$ cat config.mk
export PLATFORM = sky130hd
export DESIGN_NAME = ram_access_ctrl
export DESIGN_NICKNAME = d
export VERILOG_FILES = /design/src/rtl/ram_ctrl_pkg.sv /design/src/rtl/burst_addr_gen.sv /design/src/rtl/ram_access_ctrl.sv
export SDC_FILE = /design/constraint.sdc
export NUM_CORES = 1
export LEC_CHECK = 0
export BUFFER_PORTS_ARGS = -buffer_cell sky130_fd_sc_hd__buf_2
export CAP_MARGIN = 10
export CORE_UTILIZATION = 45
export DETAILED_ROUTE_END_ITERATION = 8
export PLACE_DENSITY = 0.78
export SLEW_MARGIN = 20
export SYNTH_ARGS = -nofsm -noshare
export SYNTH_HDL_FRONTEND = slang
export SYNTH_HIERARCHICAL = 1
export SYNTH_SLANG_ARGS = --single-unit
$ cat constraint.sdc
create_clock -name clk -period 4.99 [get_ports clk]
set_clock_uncertainty 0.1 [all_clocks]
set_input_delay 0.2495 -clock clk [delete_from_list [all_inputs] [get_ports clk]]
set_output_delay 0.2495 -clock clk [all_outputs]
set_load 0.02 [all_outputs]
$ cat src/rtl/ram_ctrl_pkg.sv
// ram_ctrl_pkg: shared types for the RAM access controller.
// Default widths, FSM state encoding and the RAM command bundle.
package ram_ctrl_pkg;

   localparam int RAM_ADDR_W = 10;
   localparam int RAM_DATA_W = 10;

   typedef enum logic {
      IDLE  = 1'b0,
      BURST = 1'b1
   } ctrl_state_t;

   typedef struct packed {
      logic                  we;
      logic [RAM_ADDR_W-1:0] addr;
      logic [RAM_DATA_W-1:0] wdata;
   } ram_cmd_t;

endpackage

$ cat src/rtl/burst_addr_gen.sv
// burst_addr_gen: loader write pointer and remaining-word counter.
// Ports: clk, reset, load/base/len (start burst), step (word taken), ptr, last.
module burst_addr_gen #(
   parameter int ADDR_W = 10
) (
   input  logic              clk,
   input  logic              reset,
   input  logic              load,
   input  logic [ADDR_W-1:0] base,
   input  logic [ADDR_W-1:0] len,
   input  logic              step,
   output logic [ADDR_W-1:0] ptr,
   output logic              last
);

   // One extra bit so a zero length can stand for a full 2**ADDR_W sweep.
   logic [ADDR_W:0] cnt;

   always_ff @(posedge clk or posedge reset) begin
      if (reset) begin
         ptr <= '0;
         cnt <= '0;
      end else if (load) begin
         ptr <= base;
         cnt <= (len == '0) ? {1'b1, {ADDR_W{1'b0}}}
                            : {1'b0, len};
      end else if (step) begin
         // Natural ADDR_W-bit overflow gives the top-to-zero wrap.
         ptr <= ptr + 1'b1;
         cnt <= cnt - 1'b1;
      end
   end

   assign last = (cnt == {{ADDR_W{1'b0}}, 1'b1});

endmodule

$ cat src/rtl/ram_access_ctrl.sv
// ram_access_ctrl: owns the RAM pins; CPU single-word port has priority
// over a valid/ready burst loader. Ports: a_* CPU, b_* loader, ram_* RAM.
module ram_access_ctrl
   import ram_ctrl_pkg::*;
#(
   parameter int ADDR_W = RAM_ADDR_W,
   parameter int DATA_W = RAM_DATA_W
) (
   input  logic              clk,
   input  logic              reset,
   input  logic              a_req,
   input  logic              a_we,
   input  logic [ADDR_W-1:0] a_addr,
   input  logic [DATA_W-1:0] a_wdata,
   output logic              a_ack,
   output logic [DATA_W-1:0] a_rdata,
   input  logic              b_start,
   input  logic [ADDR_W-1:0] b_base,
   input  logic [ADDR_W-1:0] b_len,
   input  logic              b_valid,
   input  logic [DATA_W-1:0] b_data,
   output logic              b_ready,
   output logic              b_busy,
   output logic              b_done,
   output logic              ram_we,
   output logic [ADDR_W-1:0] ram_addr,
   output logic [DATA_W-1:0] ram_wdata,
   input  logic [DATA_W-1:0] ram_rdata
);

   ctrl_state_t       state;
   ram_cmd_t          cmd;
   logic              accept;
   logic              load;
   logic              last;
   logic [ADDR_W-1:0] ptr;

   assign b_busy  = (state == BURST);
   assign b_ready = b_busy & ~a_req;
   assign accept  = b_ready & b_valid;
   assign load    = b_start & ~b_busy;

   burst_addr_gen #(
      .ADDR_W (ADDR_W)
   ) u_addr_gen (
      .clk   (clk),
      .reset (reset),
      .load  (load),
      .base  (b_base),
      .len   (b_len),
      .step  (accept),
      .ptr   (ptr),
      .last  (last)
   );

   // Reset also parks the bus so a CPU request cannot write during reset.
   always_comb begin
      cmd = '0;
      if (!reset && a_req) begin
         cmd.we    = a_we;
         cmd.addr  = a_addr;
         cmd.wdata = a_wdata;
      end else if (!reset && accept) begin
         cmd.we    = 1'b1;
         cmd.addr  = ptr;
         cmd.wdata = b_data;
      end
   end

   assign ram_we    = cmd.we;
   assign ram_addr  = cmd.addr;
   assign ram_wdata = cmd.wdata;

   always_ff @(posedge clk or posedge reset) begin
      if (reset) begin
         state   <= IDLE;
         a_ack   <= 1'b0;
         a_rdata <= '0;
         b_done  <= 1'b0;
      end else begin
         a_ack  <= a_req;
         b_done <= accept & last;
         // Captured before the clocked write lands: read-before-write.
         if (a_req) begin
            a_rdata <= ram_rdata;
         end
         unique case (state)
            IDLE: begin
               if (b_start) begin
                  state <= BURST;
               end
            end
            BURST: begin
               if (accept && last) begin
                  state <= IDLE;
               end
            end
            default: state <= IDLE;
         endcase
      end
   end

endmodule

==> impl_summary.md, run 1 <==
Outcome
The flow ran to the end, but the final reports show violations. The checks that failed: design-rule violations.

Floorplanning
The top-level I/O count is 101. After floorplanning, the core was divided into 24 placement rows. The die is 70.6 um tall. The area enclosed by the die boundary is 4980 sq um. The core area is 4440 sq um. In this run the horizontal extent of the chip is 70.6 um. The initial utilization of the core area, before any placement, comes to 47.6%.

Place
The HPWL after detailed placement is 3690 um. The number of placed instances, taps included, is 370. The number of input and output port buffers inserted is 100. Routability-driven placement finished with a final weighted congestion of 0.794.

STA
The tightest slew margin relative to the limit is 45.7%. The total setup violations reported at the end of the flow is 0. Dividing the final minimum period by the clock period gives 54.2%. Timing would allow up to 0.370 GHz. At the pin with the least slew margin, the transition time is 0.814 ns.

Setup repair after global routing left no endpoint under its margin. The count of endpoints failing hold in the final timing report is 0. The total negative slack for setup checks is 0 ns. After layout, the minimum clock period comes to 2.70 ns. The number of pins exceeding their max-slew limit in the final report was 0.

Synthesis
In the synthesized netlist the async set-or-reset flop fraction comes to 100%. Sorting the synthesized cells by area gives the leading types as dfrtp_1 40%, nand4b_1 8.7%, nand2_1 8.2%, a21oi_1 4.7%, xnor2_1 4.6%. After synthesis, the largest area contributor takes up 40.2% of total cell area. The average cell area after synthesis is 9.05 sq um. In the synthesized netlist the dominant register cell turns out to be dfrtp_1. The gate count of the mapped netlist is 234. Summing the sequential cell areas from Yosys gives 40.2% of the chip area. Counting flops and latches in the post-synthesis netlist gives 34. Yosys mapped the design onto 34 distinct sky130hd cell types. During synthesis, Yosys emitted a total of 6 warnings. After synthesis the cells add up to 2120 sq um. Counting every net in the synthesized netlist gives 303. The number of enable flip-flop cells after synthesis is 0. The cell type with the largest total area after synthesis is dfrtp_1.

Routing
The total number of vias is 2001. The post-detailed-route wirelength per cell is 13.3 um. Dividing the detail-routed via count by the number of cells gives 5.29. For this run, the detailed router's first-pass iteration total came to 7. In the routed design, unresolved DRC markers number 26. The number of nets with antenna violations after detailed routing is 0. The final wirelength is 5030 um. After the first detailed-routing iteration, the DRC count stood at 146.

Power and ir drop
The logic gate share of total power is 31.2%. The register share of total power is 48.1%. Of the total power, the clock network draws 20.7%. IR analysis of the VDD net gives a maximum drop of 233 uV.

For this design the static power due to leakage is 1.23 nW. The analysis attributes to net switching a power of 0.000370 W. The fraction of power spent switching nets is 37.0%. Dividing total power by cell area gives a power density of 373 nW/um^2. The internal power of the cells totals 0.000629 W.

Clock tree
The number of gates resized after CTS was 0. The maximum level of the CTS H-tree is 2. The clock insertion delay at the later pin of the skew report is 0.29 ns. The number of buffers created by CTS is 5. Clock-pin slew was measured on the worst setup and hold paths at 0.07 ns. The count of hold-fix buffers inserted at cts is 0. In this run the post-CTS setup repair buffer count came out at 0. For this design, the sink count on the clock tree is 34.

Clock tree synthesis selected as its root buffer the cell clkbuf_8. The clock passes through at most 2 buffers. The TritonCTS clock tree is yes.

Worst setup path
The worst setup path is of the reg -> reg kind. The critical path's slowest cell is dfrtp_1. Traced cell by cell, the critical path runs through and3b_1 -> nor3b_1 -> nand4b_1 -> xnor2_1 -> mux2_2. At the worst endpoint, the arrival time is 2.78 ns. STA puts the critical path data required time at 5.06 ns. The element type at the critical path end is a register. The kind of start point of the critical path is a register.

The largest single stage delay on the critical path is 0.79 ns. The kind of cell adding the most delay to the critical path is simple AND/OR/NAND/NOR gates. The buffers plus inverters on the worst setup path is 0.

The worst-path maximum fanout is 26.

Finish
The filler cell count in the final layout is 395. The diode insertion count for antenna repair is 0. After the flow finishes, the layout carries non-filler instances totaling 378. The area growth from synthesis to layout is 26.5%. The share of cells above drive strength 1 is 37.4%. The net count of the finished layout is 394.

Global routing
The pin count of the biggest net entering global routing is 56. The overflow left after global routing is 0. The wire length of the first global-routing pass is 8020 um. The number of antenna violations at the first check in global routing came to 0.

The total global-route track usage is 20.7%. The number of global-route vias before repair is 1746.

Worst hold path
The worst min-delay path class is in -> async.

Job
The number of max-cap violations is 0.
through the flow:
stage	power (W)	hold slack (ns)	utilization [%]	instance area, sq um	worst slack (ns)
2_1_floorplan	0.000686	0.0347	-	2120	3.17
3_3_place_gp	0.000778	0.362	58.2	2590	2.44
3_5_place_dp	0.000793	0.363	58.2	2590	2.38
4_1_cts	0.00100	0.0589	60.3	2680	2.28
5_1_grt	0.00107	0.0800	60.3	2680	2.10
6_report	0.000999	0.0658	60.3	2680	2.29
Yosys cell counts, drive strengths merged, types with 4 or more instances:
master  count
a21oi      20
nand4b     21
nand2      46
mux2       11
xor2        8
nor2        5
nor3        7
dfrtp      34
nand3       4
inv         5
buf        11
nand4       4
clkbuf      6
xnor2      11
o21ai      21
cells by family (layout without fill, tap and decap cells):
group	after synthesis	after routing	share of synthesized area, %
buffers and inverters	22	114	5.85
adders and majority gates	3	3	1.77
DFF	34	34	40.2
and+or+nand+nor	102	102	27.4
AOI/OAI and AO/OA	42	42	10.0
xor gates and xnor gates	19	19	7.86
muxes	12	12	6.86
worst paths after layout:
path / slack [ns] / start / to / depth (start not counted)
setup / recovery: 2.29 / b_busy$_DFF_PP0_ / u_addr_gen/cnt[9]$_DFFE_PP0P_ / 5
hold / removal: 0.07 / reset / b_busy$_DFF_PP0_ / 2
setup reg to reg: 2.29 / b_busy$_DFF_PP0_ / u_addr_gen/cnt[9]$_DFFE_PP0P_ / 5
hold reg to reg: 0.41 / a_rdata[5]$_DFFE_PP0P_ / a_rdata[5]$_DFFE_PP0P_ / 1
max in group asynchronous: 4.10 / reset / u_addr_gen/cnt[6]$_DFFE_PP0P_ / 2
min in group clk: 0.07 / b_base[0] / u_addr_gen/ptr[0]$_DFFE_PP0P_ / 3
cell type report:
cell class | count | area, sq um | share of cell area, %
Timing Repair Buffer | 101 | 508 | 19.0
Multi-Input combinational cell | 178 | 1140 | 42.7
Clock buffer | 7 | 86.3 | 3.22
Inverter | 5 | 18.8 | 0.701
Tap cell | 52 | 65.1 | 2.43
Sequential cell | 34 | 851 | 31.8
Clock inverter | 1 | 5.00 | 0.187
routing by layer:
metal  vias to the layer above  global-route usage (%)  share of wire (%)
li1                       1001                       -                  -
met1                       899                    25.7                 42
met2                        90                    34.3                 47
met3                        11                    5.27                8.9
met4                         0                    8.89                2.2
met5                         -                       0                  0
sequential cells by signal, indices dropped and copies added, names as in the netlist:
register and flops:
u_addr_gen/cnt 11, u_addr_gen/ptr 10, b_busy 1, a_ack 1, b_done 1, a_rdata 10
power by group through the flow:
| stage | clock network, W | registers (W) | logic [W] |
|---|---|---|---|
| 6_report | 0.000207 | 0.000481 | 0.000311 |
| 3_5_place_dp | 0 | 0.000482 | 0.000311 |
| 3_3_place_gp | 0 | 0.000477 | 0.000301 |
| 4_1_cts | 0.000213 | 0.000478 | 0.000314 |
| 2_1_floorplan | 0 | 0.000464 | 0.000222 |
| 5_1_grt | 0.000225 | 0.000494 | 0.000350 |
placed cells by master (no fill, tap or decap), types with 2 or more instances in the layout:
cell,count
ha_1,3
nor4_1,2
o21ai_0,19
nand4b_1,21
nand2_1,46
mux2_4,3
a21oi_1,20
inv_1,5
nor3_1,7
nor2_1,5
buf_2,100
nand3_1,4
nor2b_1,2
clkbuf_8,6
nand4_1,4
xnor2_1,11
mux2_2,8
o21ai_1,2
dfrtp_1,34
xor2_1,8
Power figures use the tool's default switching activity.
==> inputs of run 2 (changes only) <==
CORE_UTILIZATION = 42   (was 45)
PLACE_DENSITY = 0.76   (was 0.78)
clock period = 2.2 ns   (was 4.99 ns; I/O delays follow)
==> impl_summary.md, run 2 (synthesis gave the netlist of run 1 again) <==
Finish
The area used by multi-input combinational logic is 1140 sq um (unchanged). In the layout the commonest cells are 100 x buf_2, 46 x nand2_1, 34 x dfrtp_1, 32 x dlygate4sd3_1, 21 x nand4b_1. The share of cells above drive strength 1 is 35.6% (-1.8 points). The number of flip-flops in the largest register was 11 (unchanged). The largest register by flop count is u_addr_gen/cnt. In the final layout, the registers with the most flip-flops are u_addr_gen/cnt: 11 flops, a_rdata: 10 flops, u_addr_gen/ptr: 10 flops. The area taken by flip-flops and latches is 851 sq um (unchanged).

The net total in the final layout is 433 (+9.9%). The diode insertion count for antenna repair was 0 (unchanged). From synthesis to final layout, the design area changed by 45.9%. The filler cell count in the final layout is 411 (+4.1%). The library cell used most frequently in the layout, excluding fill and tap cells, is buf_2.

Worst setup path
STA classifies the critical path startpoint as a register. The register-to-register setup slack is 0.48 ns (-1.81 ns). The worst setup path is captured at a register. The terminus of the critical flop-to-flop path is u_addr_gen/cnt[9]$_DFFE_PP0P_.

The startpoint of the lowest-slack register-to-register path is b_busy$_DFF_PP0_. The critical path in this run is classified as reg -> reg. The arrival time at the worst endpoint came to 1.79 ns (-0.99 ns). The worst reg-to-reg path cell count is 5 (unchanged). The required time of the critical path was 2.27 ns (-2.79 ns). The worst-path maximum fanout came to 4 (-85%).

STA
The post-route minimum period is 1.72 ns (-0.983 ns). Setup repair after global routing left no endpoint under its margin. The upper clock frequency limit is 0.581 GHz (+57%). The number of pins exceeding their max-slew limit in the final report was 0 (unchanged). The transition at the pin with the smallest max-transition slack is 0.802 ns (-0.0123 ns). The tightest slew margin relative to the limit came to 46.5% (+0.76 points). The final worst setup slack was 0.478 ns (-1.81 ns). The total setup violations reported at the end of the flow is 0 (unchanged). The total negative slack for setup checks came to 0 ns (unchanged).

The count of endpoints failing hold in the final timing report was 0 (unchanged). The final worst-path cycle share is 78.3% (+24 points).

Worst hold path
The origin of the worst min-delay path is a_req. The worst hold path terminates at a_ack$_DFF_PP0_. The number of instances on the worst hold path is 2.

The worst min-delay path class is in -> reg.

Floorplanning
The top-level I/O count came to 101 (unchanged). The initial core utilization is 44.2% (-3.4 points). The placement row count is 25 (+4.2%). The die outline width is 73.0 um (+3.4%). The overall die height was 73.0 um (+3.4%). The area enclosed by the die boundary was 5330 sq um (+6.9%).

The core area is 4790 sq um (+7.7%).

Routing
The number of nets with antenna violations after detailed routing is 0 (unchanged). The initial DRC count came to 48 (-67%). The number of search-and-repair iterations in the first detailed-routing pass is 4 (-3). The post-detailed-route DRC marker count is 0 (-100%). The final wirelength is 5700 um (+13%). The post-detailed-route wirelength per cell is 13.2 um (-0.99%). The average vias per placed instance is 5.03 (-5.1%).

The total number of vias was 2171 (+8.5%).

Power and ir drop
The maximum vdd drop is 482 uV (+110%). The design internal power is 0.00155 W (+150%). The logic gate share of total power is 31.9% (+0.7 points). The fraction of power spent switching nets was 35.2% (-1.8 points). The net switching power figure is 0.000844 W (+130%). The power per cell area came to 775 nW/um^2 (+110%).

The register share of total power was 45.0% (-3.1 points). The leakage component of the power is 1.41 nW (+14%). The part of the power in the clock network came to 23.1% (+2.4 points).

Clock tree
The cell sitting at the root of the clock tree is a clkbuf_8. The number of buffers between clock root and the deepest sink was 2 (unchanged). The CTS sink count was 34 (unchanged). The post-CTS setup repair buffer count is 0 (unchanged).

TritonCTS built the clock tree. The number of buffers created by CTS is 5 (unchanged). The maximum level of the CTS H-tree is 2 (unchanged).

The clock-pin slew on the worst setup and hold paths is 0.07 ns (about the same). The clock insertion delay at the later pin of the skew report is 0.28 ns (about the same).

Global routing
The number of antenna violations at the first check in global routing came to 0 (unchanged). The wire length of the first global-routing pass is 8910 um (+11%). The overflow left after global routing came to 0 (unchanged). The number of global-route vias before repair was 1919 (+9.9%). The total global-route track usage is 22.2% (+1.6 points).

The pin count of the biggest net entering global routing came to 55 (-1.8%).

Place
The HPWL after detailed placement is 3870 um (+4.9%). The final estimated routing congestion in global placement is 0.857 (+8.0%). The worst setup slack before clock tree synthesis is 0.493 ns (-1.88 ns). The number of input and output port buffers inserted is 100 (unchanged).

Job
The number of max-cap violations is 0 (unchanged).

Outcome
The flow ran to the end, and the final reports show no timing, DRC or antenna violations.
run 2: final cells by class:
class,count,area share (%)
clock inverters,3,1.30
multi-input cells,178,37.1
inverters,5,0.608
flip-flops and latches,34,27.6
repair buffers,140,28.5
well taps,67,2.71
clock buffers,5,2.23
run 2: worst max path at each step:
stage,startpoint,endpoint,cells after the start
3_5_place_dp,b_busy$_DFF_PP0_,u_addr_gen/cnt[9]$_DFFE_PP0P_,5
3_3_place_gp,u_addr_gen/cnt[5]$_DFFE_PP0P_,b_busy$_DFF_PP0_,4
4_1_cts,b_busy$_DFF_PP0_,u_addr_gen/cnt[9]$_DFFE_PP0P_,5
5_1_grt,b_busy$_DFF_PP0_,u_addr_gen/cnt[9]$_DFFE_PP0P_,5
2_1_floorplan,b_busy$_DFF_PP0_,u_addr_gen/cnt[9]$_DFFE_PP0P_,5
6_report,b_busy$_DFF_PP0_,u_addr_gen/cnt[9]$_DFFE_PP0P_,5
run 2: per-layer routing:
layer  GRT usage, %  vias up  part of all wire, %
met5              0        -                    0
met4           6.97        0                  1.3
met3           4.97        8                  6.4
met2           37.9       92                   48
met1           28.0      986                   44
li1               -     1085                    -
run 2: power by group through the flow:
stage,combinational [W],sequential [W],clock [W]
6_report,0.000763,0.00108,0.000553
2_1_floorplan,0.000504,0.00105,0
3_5_place_dp,0.000710,0.00108,0
4_1_cts,0.000761,0.00107,0.000562
5_1_grt,0.000855,0.00111,0.000584
3_3_place_gp,0.000688,0.00107,0
run 2: timing repair:
action / in CTS / in global routing
hold buffers: 32 / 0
endpoints found under the hold margin: 44 / 0
resized for setup: 0 / 0
run 2: metrics by stage:
stage	instances	util, %	total power (W)	hold slack, ns	area [sq um]
after floorplan	234	-	0.00156	-0.105	2120
after global placement	392	55.6	0.00176	0.215	2660
after detailed placement	392	55.6	0.00179	0.224	2660
after CTS	432	64.5	0.00240	0.210	3090
after global routing	432	64.5	0.00255	0.244	3090
final	432	64.5	0.00239	0.215	3090
run 2: worst max-delay path, stage by stage (launching register included):
cell,delay (ns)
dfrtp_1,0.34
and3b_1,0.17
nor3b_1,0.40
nand4b_1,0.18
xnor2_1,0.16
mux2_2,0.26
